`config.mk`:
```
export PLATFORM = sky130hd
export DESIGN_NAME = data_sram_responder_flat
export DESIGN_NICKNAME = d
export VERILOG_FILES = /design/src/rtl/data_sram_responder_if.sv /design/src/rtl/data_sram_responder.sv /design/src/flat_wrapper.sv
export SDC_FILE = /design/constraint.sdc
export NUM_CORES = 1
export LEC_CHECK = 0
export ABC_AREA = 1
export ABC_CLOCK_PERIOD_IN_PS = 1720
export BUFFER_PORTS_ARGS = -buffer_cell sky130_fd_sc_hd__buf_2
export CORE_AREA = 4 4 112 114
export CTS_CLUSTER_SIZE = 30
export DETAILED_ROUTE_END_ITERATION = 8
export DIE_AREA = 0 0 116 118
export GPL_ROUTABILITY_DRIVEN = 0
export PLACE_DENSITY = 0.72
export SLEW_MARGIN = 25
export SYNTH_ARGS = -nofsm -noshare
export SYNTH_HDL_FRONTEND = slang
export SYNTH_SLANG_ARGS = --single-unit
```
`constraint.sdc`:
```
create_clock -name clk -period 1.72 [get_ports clk]
set_input_delay 0.172 -clock clk [delete_from_list [all_inputs] [get_ports clk]]
set_output_delay 0.172 -clock clk [all_outputs]
set_load 0.01 [all_outputs]
```
`src/rtl/data_sram_responder_if.sv`:
```
// data_sram_responder_if
// CPU data-side SRAM-like bus (req / addr_ok / data_ok).
// The master is the pipeline (EX issues requests, MEM consumes responses).
// The slave is the responder that fronts the data block RAM.

interface data_sram_responder_if;
    logic        data_sram_req;
    logic        data_sram_wr;
    logic [1:0]  data_sram_size;
    logic [3:0]  data_sram_wstrb;
    logic [31:0] data_sram_addr;
    logic [31:0] data_sram_wdata;
    logic        data_sram_addr_ok;
    logic        data_sram_data_ok;
    logic [31:0] data_sram_rdata;

    modport master (
        output data_sram_req,
        output data_sram_wr,
        output data_sram_size,
        output data_sram_wstrb,
        output data_sram_addr,
        output data_sram_wdata,
        input  data_sram_addr_ok,
        input  data_sram_data_ok,
        input  data_sram_rdata
    );

    modport slave (
        input  data_sram_req,
        input  data_sram_wr,
        input  data_sram_size,
        input  data_sram_wstrb,
        input  data_sram_addr,
        input  data_sram_wdata,
        output data_sram_addr_ok,
        output data_sram_data_ok,
        output data_sram_rdata
    );
endinterface

```
`src/rtl/data_sram_responder.sv`:
```
// data_sram_responder
// Responder end of the CPU data SRAM-like interface. Accepted requests go
// straight to a 1-cycle-read block RAM; responses come back in accept order
// after a programmable latency, with up to DEPTH requests outstanding.
// Optional feature: define DSRAM_RESP_RAND_DELAY_EN to add a pseudo-random
// extra delay (0..3 cycles, capped at 7 total) per request, drawn from a
// 32-bit Galois LFSR seeded with 1 at reset.

module data_sram_responder #(
    parameter int DEPTH   = 2,
    parameter int LATENCY = 1,
    parameter int ADDR_W  = 14
) (
    input  logic                  clk,
    input  logic                  reset,
    data_sram_responder_if.slave  bus,
    output logic                  ram_en,
    output logic [3:0]            ram_wen,
    output logic [ADDR_W-1:0]     ram_addr,
    output logic [31:0]           ram_wdata,
    input  logic [31:0]           ram_rdata
);

    localparam int PTR_W = (DEPTH > 1) ? $clog2(DEPTH) : 1;
    localparam int CNT_W = $clog2(DEPTH + 1);

    localparam logic [2:0]       BASE_DELAY = 3'(LATENCY - 1);
    localparam logic [CNT_W-1:0] FULL_COUNT = CNT_W'(DEPTH);

    // Outstanding-request queue, one slot per possible in-flight request.
    // q_cap low means the slot was pushed last cycle and its load data is
    // still on ram_rdata rather than in q_rdata.
    logic [DEPTH-1:0] q_valid;
    logic [DEPTH-1:0] q_wr;
    logic [DEPTH-1:0] q_cap;
    logic [31:0]      q_rdata [DEPTH];
    logic [2:0]       q_delay [DEPTH];

    logic [PTR_W-1:0] head_ptr;
    logic [PTR_W-1:0] tail_ptr;
    logic [CNT_W-1:0] count;

    logic             addr_ok;
    logic             accept;
    logic             head_ready;
    logic             pop;
    logic [31:0]      head_rdata;
    logic [2:0]       push_delay;

    // Size and the address bits outside the word index never affect an access.
    logic unused_bits;
    assign unused_bits = ^{bus.data_sram_size,
                           bus.data_sram_addr[31:ADDR_W+2],
                           bus.data_sram_addr[1:0]};

    function automatic logic [PTR_W-1:0] ptr_inc(input logic [PTR_W-1:0] p);
        if (p == PTR_W'(DEPTH - 1)) begin
            return '0;
        end
        return p + 1'b1;
    endfunction

`ifdef DSRAM_RESP_RAND_DELAY_EN
    logic [31:0] lfsr;
    logic [3:0]  rand_sum;

    // Galois LFSR for taps 32,22,2,1, free-running from a fixed seed.
    always_ff @(posedge clk) begin
        if (reset) begin
            lfsr <= 32'h1;
        end else begin
            lfsr <= {1'b0, lfsr[31:1]} ^ (lfsr[0] ? 32'h8020_0003 : 32'h0);
        end
    end

    assign rand_sum   = {1'b0, BASE_DELAY} + {2'b00, lfsr[1:0]};
    assign push_delay = (rand_sum > 4'd7) ? 3'd7 : rand_sum[2:0];
`else
    assign push_delay = BASE_DELAY;
`endif

    // Handshake and RAM drive. Acceptance uses the registered count only,
    // so a full queue refuses requests even in a cycle that pops.
    always_comb begin
        addr_ok    = 1'b0;
        accept     = 1'b0;
        head_ready = 1'b0;
        pop        = 1'b0;
        head_rdata = 32'h0;

        addr_ok    = !reset && (count != FULL_COUNT);
        accept     = bus.data_sram_req && addr_ok;
        head_ready = q_valid[head_ptr] && (q_delay[head_ptr] == 3'd0);
        pop        = !reset && head_ready;

        if (pop && !q_wr[head_ptr]) begin
            head_rdata = q_cap[head_ptr] ? q_rdata[head_ptr] : ram_rdata;
        end
    end

    assign bus.data_sram_addr_ok = addr_ok;
    assign bus.data_sram_data_ok = pop;
    assign bus.data_sram_rdata   = head_rdata;

    assign ram_en    = accept;
    assign ram_wen   = (accept && bus.data_sram_wr) ? bus.data_sram_wstrb : 4'b0000;
    assign ram_addr  = bus.data_sram_addr[ADDR_W+1:2];
    assign ram_wdata = bus.data_sram_wdata;

    // Queue maintenance: age every slot, capture fresh load data, then pop
    // the head and push the newly accepted request.
    always_ff @(posedge clk) begin
        if (reset) begin
            head_ptr <= '0;
            tail_ptr <= '0;
            count    <= '0;
            q_valid  <= '0;
            q_wr     <= '0;
            q_cap    <= '0;
            for (int i = 0; i < DEPTH; i++) begin
                q_rdata[i] <= 32'h0;
                q_delay[i] <= 3'd0;
            end
        end else begin
            for (int i = 0; i < DEPTH; i++) begin
                if (q_valid[i] && (q_delay[i] != 3'd0)) begin
                    q_delay[i] <= q_delay[i] - 3'd1;
                end
                if (q_valid[i] && !q_cap[i]) begin
                    q_cap[i]   <= 1'b1;
                    q_rdata[i] <= q_wr[i] ? 32'h0 : ram_rdata;
                end
            end

            if (pop) begin
                q_valid[head_ptr] <= 1'b0;
                head_ptr          <= ptr_inc(head_ptr);
            end

            if (accept) begin
                q_valid[tail_ptr] <= 1'b1;
                q_wr[tail_ptr]    <= bus.data_sram_wr;
                q_cap[tail_ptr]   <= 1'b0;
                q_rdata[tail_ptr] <= 32'h0;
                q_delay[tail_ptr] <= push_delay;
                tail_ptr          <= ptr_inc(tail_ptr);
            end

            case ({accept, pop})
                2'b10:   count <= count + 1'b1;
                2'b01:   count <= count - 1'b1;
                default: count <= count;
            endcase
        end
    end

endmodule

```
`src/flat_wrapper.sv`:
```
// flat-port wrapper written by rule: the top's interface ports become plain ports
module data_sram_responder_flat 
#(
    parameter int DEPTH   = 2,
    parameter int LATENCY = 1,
    parameter int ADDR_W  = 14
)
  (clk, reset, ram_en, ram_wen, ram_addr, ram_wdata, ram_rdata, bus_data_sram_req, bus_data_sram_wr, bus_data_sram_size, bus_data_sram_wstrb, bus_data_sram_addr, bus_data_sram_wdata, bus_data_sram_addr_ok, bus_data_sram_data_ok, bus_data_sram_rdata);
  data_sram_responder_if bus_i ();
  input  logic clk;
  input  logic reset;
  output logic ram_en;
  output logic [3:0] ram_wen;
  output logic [ADDR_W-1:0] ram_addr;
  output logic [31:0] ram_wdata;
  input  logic [31:0] ram_rdata;
  input wire logic [$bits(bus_i.data_sram_req)-1:0] bus_data_sram_req;
  input wire logic [$bits(bus_i.data_sram_wr)-1:0] bus_data_sram_wr;
  input wire logic [$bits(bus_i.data_sram_size)-1:0] bus_data_sram_size;
  input wire logic [$bits(bus_i.data_sram_wstrb)-1:0] bus_data_sram_wstrb;
  input wire logic [$bits(bus_i.data_sram_addr)-1:0] bus_data_sram_addr;
  input wire logic [$bits(bus_i.data_sram_wdata)-1:0] bus_data_sram_wdata;
  output wire logic [$bits(bus_i.data_sram_addr_ok)-1:0] bus_data_sram_addr_ok;
  output wire logic [$bits(bus_i.data_sram_data_ok)-1:0] bus_data_sram_data_ok;
  output wire logic [$bits(bus_i.data_sram_rdata)-1:0] bus_data_sram_rdata;
  assign bus_i.data_sram_req = bus_data_sram_req;
  assign bus_i.data_sram_wr = bus_data_sram_wr;
  assign bus_i.data_sram_size = bus_data_sram_size;
  assign bus_i.data_sram_wstrb = bus_data_sram_wstrb;
  assign bus_i.data_sram_addr = bus_data_sram_addr;
  assign bus_i.data_sram_wdata = bus_data_sram_wdata;
  assign bus_data_sram_addr_ok = bus_i.data_sram_addr_ok;
  assign bus_data_sram_data_ok = bus_i.data_sram_data_ok;
  assign bus_data_sram_rdata = bus_i.data_sram_rdata;
  data_sram_responder #(.DEPTH(DEPTH), .LATENCY(LATENCY), .ADDR_W(ADDR_W)) u_core (.clk(clk), .reset(reset), .bus(bus_i), .ram_en(ram_en), .ram_wen(ram_wen), .ram_addr(ram_addr), .ram_wdata(ram_wdata), .ram_rdata(ram_rdata));
endmodule
```
# After elaboration in Yosys (flattened, before gate mapping)
# Memories as Yosys holds them, arrays and structs flattened. A register that Yosys moved wholly into a read port is not among the register bits.
# Index checks and enable logic that the tools add are counted.
# word_totals
register_bits,10
out_inout_bits,85
mem_bits_rw,70
in_bits,106
n_memories,2
# mem_list
name,depth,width,read_ports,rd_clocked_by_memory_dff,write_ports,line_no,text
u_core.q_rdata,2,32,1,1,3,data_sram_responder.sv:36,logic [31:0] q_rdata [DEPTH];
u_core.q_delay,2,3,3,1,3,data_sram_responder.sv:37,logic [2:0] q_delay [DEPTH];
# classes
n_mux,60
n_reduce_logical,20
n_bitwise,9
addsub,6
magnitude_cmp,4
n_eq_ne,3
# ops
op,count
32-bit two-way mux,6
1-bit two-way mux,43
1-bit logical AND,12
2-bit two-way mux,4
3-bit two-way mux,2
3-bit nonzero test,2
"3-bit by 1-bit subtractor with 3-bit output, second input constant",2
2-bit bitwise AND,2
1-bit logical NOT,4
"1-bit by 2-bit less-than comparator with 1-bit output, second input constant",2
4-bit two-way mux,1
2-bit NOT,2
1-bit OR,4
2-bit one-hot mux with 2 select lines,1
3-bit logical NOT,1
"1-bit adder, second input constant",2
"2-bit by 1-bit adder with 2-bit output, second input constant",1
2-bit bitwise mux,1
1-bit demux with 1-bit select,2
"2-bit by 1-bit == test with 1-bit output, second input constant",1
"2-bit == test, second input constant",1
"1-bit greater-or-equal comparator, second input constant",2
"2-bit inequality test, second input constant",1
2-bit OR,1
2 further kinds,2

# Depth between registers and ports, before layout
# Gate-level depths: netlist of the first run.
# depth
word_depth,10
depth_mapped,10
ltp_nobuf,9

# Worst setup path after synthesis of the first run
# Ideal clock, no wire load.
# synth_path
path_kind,register -> output
from,reg u_core.head_ptr
to,out bus_data_sram_rdata[0]
arrival_ns,1.243
required_ns,1.548
path_stages_with_launch,11
path_slack_ns,0.305
path_cell_list,dfxtp_1 buf_4 inv_2 nand2_2 nand2_2 nor2_4 nand2_4 clkinv_2 o211ai_4 buf_6 a21oi_2
# synth_between
elab_chain_len,6
word_cells_on_any_way,12
# synth_lines
element,line_no,text
from (decl),data_sram_responder.sv:39,logic [PTR_W-1:0] head_ptr;
from (signal assigned),data_sram_responder.sv:137,head_ptr <= ptr_inc(head_ptr);
1-bit two-way mux (not written as such) (2 in a row),data_sram_responder.sv:93,head_ready = q_valid[head_ptr] && (q_delay[head_ptr] == 3'd0);
1-bit logical AND,data_sram_responder.sv:93,
1-bit logical AND,data_sram_responder.sv:94,pop = !reset && head_ready;
via bus_data_sram_data_ok,flat_wrapper.sv:24,output wire logic [$bits(bus_i.data_sram_data_ok)-1:0] bus_data_sram_data_ok;
1-bit logical AND,data_sram_responder.sv:96,if (pop && !q_wr[head_ptr]) begin
32-bit two-way mux,data_sram_responder.sv:96,
to (decl),flat_wrapper.sv:25,output wire logic [$bits(bus_i.data_sram_rdata)-1:0] bus_data_sram_rdata;
# The timed path passes the listed nets, and every way through them passes these cells. The select of a mux whose other input is x is not followed.

# Worst setup path after layout of the first run
# layout_path
from,reg u_core.head_ptr
to,out bus_data_sram_rdata[24]
# layout_between
elab_chain_len,6
word_cells_on_any_way,12
# layout_lines
element,line_no
1-bit two-way mux (not written as such) (2 in a row),data_sram_responder.sv:93
1-bit logical AND,data_sram_responder.sv:93
1-bit logical AND,data_sram_responder.sv:94
1-bit logical AND,data_sram_responder.sv:96
32-bit two-way mux (*),data_sram_responder.sv:96
# Every way passes the cells marked *; elsewhere a longest branch is shown, timed or not. The select of a mux whose other input is x is not followed.

==> results of run 1 <==
==> path summary, 6_finish.rpt <==
path	start	endpoint	slack (ns)	depth (start not counted)
hold reg to reg	u_core.count[0]	u_core.count[0]	0.49	2
setup reg to reg	u_core.q_delay[1][0]	u_core.q_delay[1][0]	0.36	8
setup / recovery	u_core.head_ptr	bus_data_sram_rdata[24]	-0.25	10
hold / removal	bus_data_sram_wr	u_core.q_wr[0]	0.09	3
==> power groups by stage <==
stage	Sequential [mW]	Clock [mW]	Combinational [mW]
global placement	2.18	0	1.66
CTS	2.15	2.17	1.79
finish	2.15	2.12	1.86
global route	2.17	2.25	2.08
floorplan	2.16	0	1.32
detailed placement	2.18	0	1.68
==> worst register-to-register path: cells and delay by family, from the launching register on <==
| kind | cells | cell delay, ns |
|---|---|---|
| AOI/OAI and AO/OA | 1 | 0.17 |
| adders and majority gates | 2 | 0.38 |
| buffers and inverters | 3 | 0.18 |
| DFF | 1 | 0.38 |
| and+or+nand+nor | 2 | 0.18 |
==> metal layers <==
metal,vias to the layer above,GRT usage [%]
met1,1852,19.9
met3,12,3.60
met2,105,26.5
met5,-,0
li1,2237,-
met4,0,5.00
==> metrics by stage <==
| step | setup WS [ns] | util, % |
|---|---|---|
| 2_1_floorplan | 0.305 | - |
| 3_3_place_gp | 0.0685 | 45.1 |
| 3_5_place_dp | 0.0599 | 45.1 |
| 4_1_cts | -0.213 | 48.9 |
| 5_1_grt | -0.350 | 49.7 |
| 6_report | -0.246 | 49.7 |
==> final cells by class <==
cell class,count,area [um2]
Clock buffer,9,225
Clock inverter,7,106
Fill cell,1154,5750
Inverter,195,742
Multi-Input combinational cell,374,2020
Sequential cell,81,1630
Tap cell,143,179
Timing Repair Buffer,105,767
==> Yosys cell counts, types with 3 or more instances <==
| cell type | number |
|---|---|
| clkbuf_1 | 6 |
| o21ai_0 | 38 |
| a21oi_2 | 30 |
| nand3_1 | 6 |
| nand2_1 | 90 |
| buf_6 | 3 |
| a21oi_1 | 11 |
| inv_1 | 190 |
| buf_4 | 55 |
| buf_2 | 18 |
| inv_2 | 3 |
| nand2_2 | 5 |
| o22ai_1 | 66 |
| nor2_1 | 80 |
| ha_1 | 4 |
| dfxtp_1 | 81 |
| or2_2 | 32 |
==> registers in the layout, indices dropped and copies added, names as in the netlist, named ones only <==
register,cells
u_core.q_wr,2
u_core.tail_ptr,1
u_core.count,2
u_core.q_delay,6
u_core.head_ptr,1
u_core.q_valid,2
u_core.q_cap,2
u_core.q_rdata,64
==> cells by family (layout without fill, tap and decap cells) <==
family	Yosys count	count (layout)
buf+inv	277	316
simple gates	218	218
compound gates	151	151
flops	81	81
fa+ha+maj	4	4
xor+xnor	1	1
==> what timing repair did <==
action | CTS | global route
resized for setup | 10 | 10
cloned | 1 | 1
endpoints found under the setup margin | 32 | 32
setup buffers | 8 | 2
pin swaps | 2 | 5
==> placed cells by master, fill, tap and decap left out, types with 2 or more instances in the layout <==
cell,count
inv_4,2
inv_1,187
o21ai_2,2
nand2_1,89
buf_4,14
buf_2,75
o22ai_1,66
a21oi_4,3
a21oi_1,11
buf_12,9
bufinv_16,2
dfxtp_1,78
o21ai_0,38
or2_2,32
o211ai_1,2
clkinv_4,2
buf_6,5
ha_1,4
nor2_1,80
nand2_2,6
dfxtp_4,2
a21oi_2,27
nand3_1,6
inv_2,5
inv_6,3
clkbuf_16,11
==> reports/results.ini, run 1 <==
[power]
leakagePower_nw = 2.54
seqPwrFrac_pct = 35.1
intPower_mw = 4.14
power_frac_comb_pct = 30.3
switching_power_mw = 1.99
p_per_area_nw_per_um2 = 1080
swShare_pct = 32.5
power.total_mw = 6.13
clkPwrFrac_pct = 34.6
ir_drop_uv = 550

[synthesis]
netlist_instances = 732
yosys.area.top_type = dfxtp_1
synthesis.nets = 842
synth_top_family_by_area = buffers and inverters
synth_mux_area_share_pct = 0
synth_compound_area_share_pct = 19.9
synth_seq_cells = 81
synth_area_leaders = dfxtp_1, inv_1, buf_4, o22ai_1, nand2_1
yosysWarnings = 0
synth_ff_type = dfxtp_1
synth_async_sr_flop_share_pct = 0
postSynthAreaPerCell_um2 = 6.69
synth_enable_flop_cells = 0
synth-simple-area-share_pct = 19.3
syn_area_um2 = 4900
synth_cell_types = 29
synth_xor_area_share_pct = 0.179
ys_seq_area_share_pct = 33.1
yosys.area.top_type_share_pct = 33.1
synth-adder-area-share_pct = 1.02

[layout]
syn_to_final_growth_pct = 15.8
drive_gt1_share_pct = 26.8
stdcell_count = 914
design_area_um2 = 5670
nets = 876
diodes = 0

[sta]
fin_crit_sh_pct = 114
fin_ws_ns = -0.246
setup_viol = 32
fin_skew_ns = 0.00768
holdWs_ns = 0.0919
final_hold_viol_count = 0
period_minus_slack_ns = 1.97
worst_slew_pin_slew_ns = 0.509
relSlewSlack_pct = 65.9
clock.fmax_ghz = 0.509
slew_violations = 0
rsz0062_at_grt = yes
finalSetupTns_ns = -7.11

[clock_network]
cts.clk_slew.worst_paths_ns = 0.06
cts.htree.levels = 3
cts_hold_buf = 0
cts-root-buf = clkbuf_16
clk_path_buf_depth = 2
cts_tree = done
cts_buffers = 9
clock_latency_ns = 0.33
cts_num_sinks = 81

[route]
viasPerCell = 4.60
drt-pass1-iter-count = 4
met1_length_um = 4890
ant_nets = 0
avgRoutedWirePerCell_um = 11.7
top_layer = met4
route.detailed.drc = 0
wl_met3_um = 607
wl_met2_um = 5080
wl_um = 10700
dr_total_vias = 4206
initialDrtViolationCount = 213

[floorplan]
initial_core_util_pct = 42.9
row_count = 39
ios = 191
core_area_um2 = 11400
fp.dieH_um = 118
die_x_um = 116
dieArea_um2 = 13700

[worst_setup_path]
crit_top_cell = nand2_2
path_class = flip-flop to output pin
cp_slowest_stage_delay_ns = 0.39
arrival_ns = 1.79
cp.required_ns = 1.55
cpMaxStageDelayCell = dfxtp_4
crit_path_end_kind = output pin
path_buf_inv = 4
crit_family = buffers and inverters
path_cells = inv_4 -> nand2_2 -> nand2_2 -> nor2_4 -> nand2_4 -> clkinv_4 -> o211ai_4 -> buf_12 -> a21oi_2 -> buf_2
cp_max_fo = 7
start_kind = flip-flop

[place]
place_area_um2 = 5150
hpwl_um = 6860
port_buffers = 78
place_inst = 886

[global_routing]
grt_pass1_vias = 3854
antenna_found_initial = 0
grt_pass1_wl_um = 17800
grt_overflow = 0
track_usage_pct = 15.8
grt_max_degree = 35

[status]
status = complete, but fails checks
failed_checks = negative setup slack

[min_path]
hold_path.class = input port to flip-flop

[run]
cap_violations = 0

Power figures use the tool's default switching activity.
==> run 2: changes to the inputs <==
--- a/config.mk
+++ b/config.mk
@@ -8,12 +8,12 @@
 export ABC_AREA = 1
 export ABC_CLOCK_PERIOD_IN_PS = 1720
 export BUFFER_PORTS_ARGS = -buffer_cell sky130_fd_sc_hd__buf_2
-export CORE_AREA = 4 4 112 114
+export CORE_AREA = 4 4 104 106
 export CTS_CLUSTER_SIZE = 30
 export DETAILED_ROUTE_END_ITERATION = 8
-export DIE_AREA = 0 0 116 118
+export DIE_AREA = 0 0 108 110
 export GPL_ROUTABILITY_DRIVEN = 0
-export PLACE_DENSITY = 0.72
+export PLACE_DENSITY = 0.82
 export SLEW_MARGIN = 25
 export SYNTH_ARGS = -nofsm -noshare
 export SYNTH_HDL_FRONTEND = slang
==> run 2 against run 1 <==
The flow still finishes with violations (negative setup slack). Register-to-register slack lost 0.13 ns. Via count up 1.9%. Wire length shrank 1.1%. Die area shrank 13%. Total power is 11% lower. First-iteration DRC count down 15%. Combinational power fell by 3%. Maximum frequency is 2.8% higher.
==> reports/results.ini, run 2 (synthesis results as in run 1) <==
[layout]
top_regs = u_core.q_rdata: 64 flops, u_core.q_delay: 6 flops
layout_common_cells = inv_1, nand2_1, nor2_1, buf_2, dfxtp_1
largest_reg_flops = 64
stdcell_count = 899
nets = 871
top_register = u_core.q_rdata
diodes = 0
drive_gt1_share_pct = 26.9
syn_to_final_growth_pct = 11.8
utilization_pct = 56.0
final_common_cell = inv_1

[worst_setup_path]
cp_slowest_stage_delay_ns = 0.35
cpMaxStageDelayCell = dfxtp_2
critical_path.startpoint = u_core.head_ptr
cp_max_fo = 24
cp.required_ns = 1.55
path_buf_inv = 3
path_cells = buf_12 -> nand2_4 -> o21ai_4 -> buf_12 -> or2_2 -> a21oi_2 -> buf_2
crit_family = buffers and inverters
crit_path_end_kind = output pin
rr_startpoint = u_core.q_valid[0]
path_class = flip-flop to output pin
start_kind = flip-flop
crit_top_cell = buf_12
arrival_ns = 1.74

[power]
switching_power_mw = 1.87
ir_drop_uv = 568
seqPwrFrac_pct = 39.3
power_frac_comb_pct = 32.9
p_per_area_nw_per_um2 = 1000
intPower_mw = 3.60
clkPwrFrac_pct = 27.8
swShare_pct = 34.1
power.total_mw = 5.47
leakagePower_nw = 2.45

[sta]
fin_skew_ns = 0.0113
fin_crit_sh_pct = 111
relSlewSlack_pct = 57.6
finalSetupTns_ns = -4.83
final_hold_viol_count = 0
period_minus_slack_ns = 1.91
slew_violations = 0
fin_ws_ns = -0.193
worst_slew_pin_slew_ns = 0.635
clock.fmax_ghz = 0.523
rsz0062_at_grt = yes
setup_viol = 32

[place]
port_buffers = 78
place_inst = 879
hpwl_um = 7110
dp_slack_ns = 0.0694

[floorplan]
ios = 191
core_area_um2 = 9770
initial_core_util_pct = 50.1
fp.dieH_um = 110
die_x_um = 108
row_count = 36
dieArea_um2 = 11900

[route]
route.detailed.drc = 0
viasPerCell = 4.77
wl_um = 10600
drt-pass1-iter-count = 5
ant_nets = 0
dr_total_vias = 4288
initialDrtViolationCount = 181
avgRoutedWirePerCell_um = 11.8

[clock_network]
clk_path_buf_depth = 2
cts.clk_slew.worst_paths_ns = 0.08
clock_latency_ns = 0.35
cts-root-buf = clkbuf_8
cts.htree.levels = 3
cts_buffers = 9
cts_hold_buf = 0
cts_num_sinks = 81
cts_tree = done

[run]
cap_violations = 0

[global_routing]
track_usage_pct = 18.5
grt_pass1_vias = 4032
antenna_found_initial = 0
grt_pass1_wl_um = 17800
grt_max_degree = 43
grt_overflow = 0

[min_path]
hold_path.class = input port to flip-flop
hp-start = bus_data_sram_wr

[status]
failed_checks = negative setup slack
status = complete, but fails checks

run 2: power groups by stage:
stage | Clock [mW] | Combinational (mW) | Sequential [mW]
finish | 1.52 | 1.80 | 2.15
global route | 1.64 | 2.01 | 2.17
CTS | 1.56 | 1.77 | 2.14
detailed placement | 0 | 1.70 | 2.18
global placement | 0 | 1.66 | 2.18
floorplan | 0 | 1.32 | 2.16
run 2: cell type report:
type                            instances  area [um2]
Clock inverter                          6        92.6
Sequential cell                        81        1630
Multi-Input combinational cell        374        2030
Timing Repair Buffer                  100         696
Inverter                              195         739
Fill cell                             940        4300
Clock buffer                           10         128
Tap cell                              133         166
run 2: metrics by stage:
step	hold WS, ns	area (um2)
final	0.0959	5480
after global routing	0.0790	5480
after CTS	0.0829	5440
after detailed placement	0.344	5150
after global placement	0.344	5150
after floorplan	0.285	4900
run 2: worst min-delay path, cell delays in order:
cell	delay, ns
buf_2	0.12
nand2_1	0.06
o21ai_0	0.06
run 2: timing repair:
action | CTS | global route
buffers inserted | 2 | 2
setup endpoints to repair | 32 | 32
resized for setup | 17 | 6
pin swaps | 0 | 0
run 2: final timing paths:
| kind | to | slack (ns) | cells after the start |
|---|---|---|---|
| max reg2reg | u_core.q_rdata[0][11] | 0.23 | 6 |
| min reg2reg | u_core.count[0] | 0.50 | 2 |
| max | bus_data_sram_rdata[19] | -0.19 | 7 |
| min | u_core.q_wr[0] | 0.1 | 3 |
run 2: routing by layer:
metal / share of wire (%) / global-route usage, % / up-vias
met5: 0 / 0 / -
met3: 5.3 / 3.44 / 18
met4: 1.5 / 6.67 / 0
met1: 45 / 22.3 / 1918
li1: - / - / 2227
met2: 49 / 32.9 / 125
